### src/rtl/ifetch_pkg.sv
// rtl/ifetch_pkg.sv - shared types, defaults and address check for the fetch stage
package ifetch_pkg;

  // Fetch stage control states
  typedef enum logic [1:0] {
    ST_BOOT  = 2'd0,
    ST_RUN   = 2'd1,
    ST_FAULT = 2'd2
  } state_t;

  localparam logic [31:0] DEF_RESET_PC   = 32'h0000_0000;
  localparam int unsigned DEF_IMEM_BYTES = 400;

  // A fetch address is usable only if word aligned and the whole word lies inside
  // memory; the 33-bit sum keeps addresses near 2^32 from wrapping into range.
  function automatic logic addr_legal(input logic [31:0] addr, input logic [32:0] imem_bytes);
    logic [32:0] w_end;
    w_end = {1'b0, addr} + 33'd4;
    return (addr[1:0] == 2'b00) && (w_end <= imem_bytes);
  endfunction

endpackage

### src/rtl/ifetch.sv
// rtl/ifetch.sv - single-stage instruction fetch with stall, redirect and sticky address fault
module ifetch
  import ifetch_pkg::*;
#(
  parameter logic [31:0] RESET_PC   = DEF_RESET_PC,
  parameter int unsigned IMEM_BYTES = DEF_IMEM_BYTES
) (
  input  logic        clk,
  input  logic        rst,
  output logic [31:0] imem_addr,
  input  logic [31:0] imem_data,
  input  logic        redirect_valid,
  input  logic [31:0] redirect_pc,
  output logic        out_valid,
  input  logic        out_ready,
  output logic [31:0] out_ins,
  output logic [31:0] out_pc,
  output logic        fault,
  output logic [31:0] fault_pc
);

  localparam logic [32:0] LP_IMEM_BYTES = 33'(IMEM_BYTES);

  state_t      r_state;
  logic [31:0] r_pc;
  logic        r_out_valid;
  logic [31:0] r_out_ins;
  logic [31:0] r_out_pc;
  logic        r_fault;
  logic [31:0] r_fault_pc;

  logic        w_advance;
  logic        w_pc_legal;
  logic        w_redirect_legal;

  // Decode slot is free (empty or being consumed) and no redirect is pending
  assign w_advance        = (!r_out_valid || out_ready) && !redirect_valid;
  assign w_pc_legal       = addr_legal(r_pc, LP_IMEM_BYTES);
  assign w_redirect_legal = addr_legal(redirect_pc, LP_IMEM_BYTES);

  // Control FSM plus the single output register set; a redirect beats both advance and stall
  always_ff @(posedge clk) begin
    if (rst) begin
      r_state     <= ST_BOOT;
      r_pc        <= RESET_PC;
      r_out_valid <= 1'b0;
      r_out_ins   <= 32'h0;
      r_out_pc    <= 32'h0;
      r_fault     <= 1'b0;
      r_fault_pc  <= 32'h0;
    end else begin
      case (r_state)
        ST_BOOT: begin
          r_state <= ST_RUN;
        end
        ST_RUN: begin
          if (redirect_valid) begin
            r_out_valid <= 1'b0;
            if (w_redirect_legal) begin
              r_pc <= redirect_pc;
            end else begin
              r_state    <= ST_FAULT;
              r_fault    <= 1'b1;
              r_fault_pc <= redirect_pc;
            end
          end else if (w_advance) begin
            if (w_pc_legal) begin
              r_out_ins   <= imem_data;
              r_out_pc    <= r_pc;
              r_out_valid <= 1'b1;
              r_pc        <= r_pc + 32'd4;
            end else begin
              r_state     <= ST_FAULT;
              r_fault     <= 1'b1;
              r_fault_pc  <= r_pc;
              r_out_valid <= 1'b0;
            end
          end
        end
        ST_FAULT: begin
          r_out_valid <= 1'b0;
        end
        default: begin
          r_state <= ST_BOOT;
        end
      endcase
    end
  end

  assign imem_addr = r_pc;
  assign out_valid = r_out_valid;
  assign out_ins   = r_out_ins;
  assign out_pc    = r_out_pc;
  assign fault     = r_fault;
  assign fault_pc  = r_fault_pc;

endmodule

### config.mk
export PLATFORM = sky130hd
export DESIGN_NAME = ifetch
export DESIGN_NICKNAME = d
export VERILOG_FILES = /design/src/rtl/ifetch_pkg.sv /design/src/rtl/ifetch.sv
export SDC_FILE = /design/constraint.sdc
export NUM_CORES = 1
export LEC_CHECK = 0
export CAP_MARGIN = 30
export CORE_MARGIN = 8
export CORE_UTILIZATION = 44
export CTS_BUF_LIST = sky130_fd_sc_hd__clkbuf_8
export DETAILED_ROUTE_END_ITERATION = 8
export GPL_TIMING_DRIVEN = 0
export PLACE_DENSITY = 0.76
export SETUP_SLACK_MARGIN = 0.02
export SLEW_MARGIN = 25
export SYNTH_ARGS = -nofsm -noshare
export SYNTH_HDL_FRONTEND = slang
export SYNTH_SLANG_ARGS = --single-unit
### constraint.sdc
create_clock -name clk -period 3.9 [get_ports clk]
set_input_delay 1.17 -clock clk [delete_from_list [all_inputs] [get_ports clk]]
set_output_delay 1.17 -clock clk [all_outputs]
set_load 0.01 [all_outputs]
==> summary by stage <==
Clock network
The TritonCTS clock tree is done. The clock-pin slew on the worst setup and hold paths is 0.08 ns. The cell sitting at the root of the clock tree is a sky130_fd_sc_hd__clkbuf_8. Clock latency on the worst-skew pair, taken at its later pin, is 0.46 ns. In this run the deepest clock path goes through 2 buffers.

The number of clock buffers added by TritonCTS is 17. Counting every sink on the clock net gives 132. The post-cts hold buffer count is 0.

The count of H-tree levels built during CTS is 4.

GRT
The number of antenna violations at the first check in global routing is 1. Entering global routing, the biggest net connects 17 pins. Across every metal layer, demand over resource in global routing totals 0.235. Global routing finished with a remaining overflow of 0. The number of global-route vias before repair is 6343. The wire length of the first global-routing pass is 34.2 mm.

Worst setup path
The data arrival at the endpoint of the critical path is 4.14 ns. Data on the critical path is required at its endpoint by 4.27 ns. The maximum fanout count along the critical path is 10. The delay of the slowest critical-path stage is 0.55 ns. The worst setup path is of the in2reg kind. On the critical path, the stage with the largest delay is an instance of sky130_fd_sc_hd__or4_4.

Walking the worst path, the cells encountered are clkbuf_4 > nand4_1 > buf_4 > nor4_4 > nand2_1 > mux2i_1 > or4_4 > or4_4 > buf_6 > and2_4 > buf_6 > buf_8 > a211oi_2. The number of buffer and inverter stages on the critical path is 5. STA classifies the critical path startpoint as a primary input.

The type of destination of the critical path is a flop. The register-to-register setup slack is 0.27 ns. The largest delay contributor family on the critical path is simple AND/OR/NAND/NOR gates.

Floorplan
The height of the die is 136 um. The area of the placeable core is 14400 um2. 198 I/O pins were placed. The site row count is 44. The floorplan step defined a die boundary enclosing 18600 um2. The starting utilization of the core area is 0.444. The die width is 136 um.

Drt
The number of iterations in the first detailed-routing pass is 7. The DRC violation count after routing is 0. The number of antenna-violating nets in the routed design is 0. The iteration-0 DRC count of the detailed router is 572. The post-detailed-route wirelength per cell is 19.9 um. The detail-routed via count per cell is 5.68. The routed layout has 6291 vias.

The total routed wirelength is 22.1 mm.

Finish
The number of diodes added for antenna fixing is 0. The area growth from synthesis to layout is 43.8%. The fraction of layout cells with a size suffix above 1 is 0.156. The count of filler cells inserted in the layout is 1211.

After the last flow step, the layout net total stands at 980. The final instance area is 9170 um2. The final non-filler cell total is 1108.

At the end of the flow the core is filled with cells to 0.638.

Pwr
Of the total power, the share spent switching nets is 0.264. For this design the ratio of total power to cell area is 358 nW/um2. The internal cell power is 2410 uW. The logic gate share of total power is 0.154.

For this design the total switching power over the nets is 865 uW. The worst-case IR drop observed on VDD is 0.000353 V. Summing internal, switching and leakage power gives 3280 uW. For this design the static power due to leakage is 0.00368 uW. The share of total power dissipated in the clock network is 0.410.

The register share of total power is 0.437.

Synth
Yosys attributes the largest share of cell area to sky130_fd_sc_hd__dfxtp_1, sky130_fd_sc_hd__mux2i_1, sky130_fd_sc_hd__a211oi_2. Synthesis handed over a netlist of 681 instances. The dominant register cell in the synthesized netlist is sky130_fd_sc_hd__dfxtp_1. A synthesized cell averages 9.36 um2. Ranked by instance count, the synthesized netlist is headed by sky130_fd_sc_hd__dfxtp_1, sky130_fd_sc_hd__mux2i_1, sky130_fd_sc_hd__nor2_1, sky130_fd_sc_hd__a21oi_1, sky130_fd_sc_hd__clkbuf_1.

The post-synthesis cell type count is 67. The async set-reset flop share out of synthesis is 0. The largest total area in the synthesized netlist belongs to sky130_fd_sc_hd__dfxtp_1. The mapped cell area is 6380 um2.

sky130_fd_sc_hd__dfxtp_1 is the most common cell in the netlist. Yosys printed 0 warnings. When the netlist entered floorplanning its net count stood at 750. For this run, the register share of the synthesized area comes to 0.414. Of the post-synthesis cell area, the dominant cell type holds 0.414. The number of enable flip-flop cells after synthesis is 0. The synthesized design contains 132 register bits.

Placement
The post-detailed-placement half-perimeter wirelength is 16.2 mm. The placed standard-cell area is 8540 um2. At the end of routability-driven placement, the weighted congestion stood at 0.897.

Prior to clock tree synthesis, the placed netlist has a worst setup slack of -0.989 ns. The cell count after placement is 1058. The number of I/O port buffers is 193.

Run
Max-cap violations in this run came to 0.

STA
The hold violation count in the final report is 0. Setup violations remaining at the end of the flow were counted as 0. The number of pins with negative max-slew slack in the final report came to 0. The worst clock skew is 0.0126 ns. Headroom to the max-slew limit came out at 0.489. Derived from the worst setup path, the maximum achievable clock frequency is 0.265 GHz. For the pin with the worst max-slew slack, the measured transition is 0.767 ns.

Setup repair after global routing could not meet its margin everywhere. The final setup slack of the worst path is 0.131 ns. The minimum clock period is 3.77 ns. The final worst-path cycle share is 0.966.

Status
The flow ran to the end, and the final reports show no timing, DRC or antenna violations.

Min path
The min-delay analysis places its worst path in the category reg2reg.
[layout make-up]
cell class | count | area [um2] | area share
clock buffers | 17 | 234 | 0.0255
flip-flops and latches | 132 | 2640 | 0.288
inverters | 9 | 33.8 | 0.00368
repair buffers | 211 | 1990 | 0.217
well taps | 184 | 230 | 0.0251
multi-input cells | 487 | 3550 | 0.387
plain buffers | 53 | 267 | 0.0291
clock inverters | 15 | 228 | 0.0248
[path summary, 6_finish.rpt]
kind,from,to,cells after the start
min reg2reg,r_state[1],r_state[0],1
max reg2reg,imem_addr[3],out_ins[19],13
max,redirect_pc[12],fault_pc[5],13
min,r_state[1],r_state[0],1
[power by group through the flow]
stage	Clock (uW)	Sequential (uW)	Combinational (uW)
finish	1340	1430	504
global route	1430	1440	542
CTS	1360	1430	502
detailed placement	0	1460	497
global placement	0	1460	493
floorplan	0	1480	232
[timing repair]
item                       in CTS  in global routing
setup endpoints to repair     107                122
resized for setup              50                 52
pin swaps                       7                 13
buffers inserted               10                  8
[worst reg2reg max path: stages (launching register included)]
cell                        delay (ns)
sky130_fd_sc_hd__dfxtp_1          0.55
sky130_fd_sc_hd__ha_1             0.22
sky130_fd_sc_hd__buf_2            0.21
sky130_fd_sc_hd__nand4_1          0.28
sky130_fd_sc_hd__nor4_4           0.34
sky130_fd_sc_hd__buf_4            0.20
sky130_fd_sc_hd__a2111oi_0        0.10
sky130_fd_sc_hd__a41oi_1          0.32
sky130_fd_sc_hd__nor4_4           0.11
sky130_fd_sc_hd__o2111ai_1        0.17
sky130_fd_sc_hd__buf_2            0.31
sky130_fd_sc_hd__buf_2            0.36
sky130_fd_sc_hd__mux2i_1          0.27
sky130_fd_sc_hd__nor2_1           0.05
[routing by layer]
metal	track usage	wire length, um	up-vias
li1	-	-	2973
met1	0.277	8900	2957
met2	0.369	10000	315
met3	0.102	2670	44
met4	0.0897	475	2
met5	0	11	-
[kinds of logic after synthesis]
logic type / after synthesis / share of synthesized area
buffers and inverters: 62 / 0.0436
AND/OR/NAND/NOR: 252 / 0.224
adder cells (fa/ha/maj): 1 / 0.00196
XOR/XNOR: 14 / 0.0192
flip-flops: 132 / 0.414
multiplexers: 77 / 0.121
AO/OA/AOI/OAI: 143 / 0.176
[sequential cells by signal (all words and copies together), names as in the netlist]
register	flops
fault	1
fault_pc	32
out_ins	32
imem_addr	32
out_valid	1
out_pc	32
r_state	2
[placed cells by master (no fill, tap or decap), types with 6 or more instances in the layout]
cell	netlist	layout
sky130_fd_sc_hd__a211oi_2	29	29
sky130_fd_sc_hd__a21oi_1	53	52
sky130_fd_sc_hd__and2_1	29	29
sky130_fd_sc_hd__and3_1	33	33
sky130_fd_sc_hd__buf_2	10	13
sky130_fd_sc_hd__buf_4	0	20
sky130_fd_sc_hd__clkbuf_1	36	34
sky130_fd_sc_hd__clkbuf_2	2	14
sky130_fd_sc_hd__clkbuf_8	0	17
sky130_fd_sc_hd__clkdlybuf4s50_1	0	170
sky130_fd_sc_hd__dfxtp_1	132	132
sky130_fd_sc_hd__inv_1	9	10
sky130_fd_sc_hd__mux2i_1	76	76
sky130_fd_sc_hd__nand2_1	35	35
sky130_fd_sc_hd__nand3_1	13	12
sky130_fd_sc_hd__nand4_1	18	18
sky130_fd_sc_hd__nor2_1	57	56
sky130_fd_sc_hd__nor3_1	10	10
sky130_fd_sc_hd__o21ai_0	9	8
sky130_fd_sc_hd__o32ai_1	6	6
sky130_fd_sc_hd__or3_1	9	9
sky130_fd_sc_hd__xnor2_1	10	10
[per-stage QoR]
step / hold WS (ns) / setup TNS [ns]
after floorplan: 0.422 / 0
after global placement: 0.446 / -57.35
after detailed placement: 0.446 / -58.79
after CTS: 0.468 / 0
after global routing: 0.483 / 0
final: 0.471 / 0
Note: power is estimated with default switching activity, not from simulation.
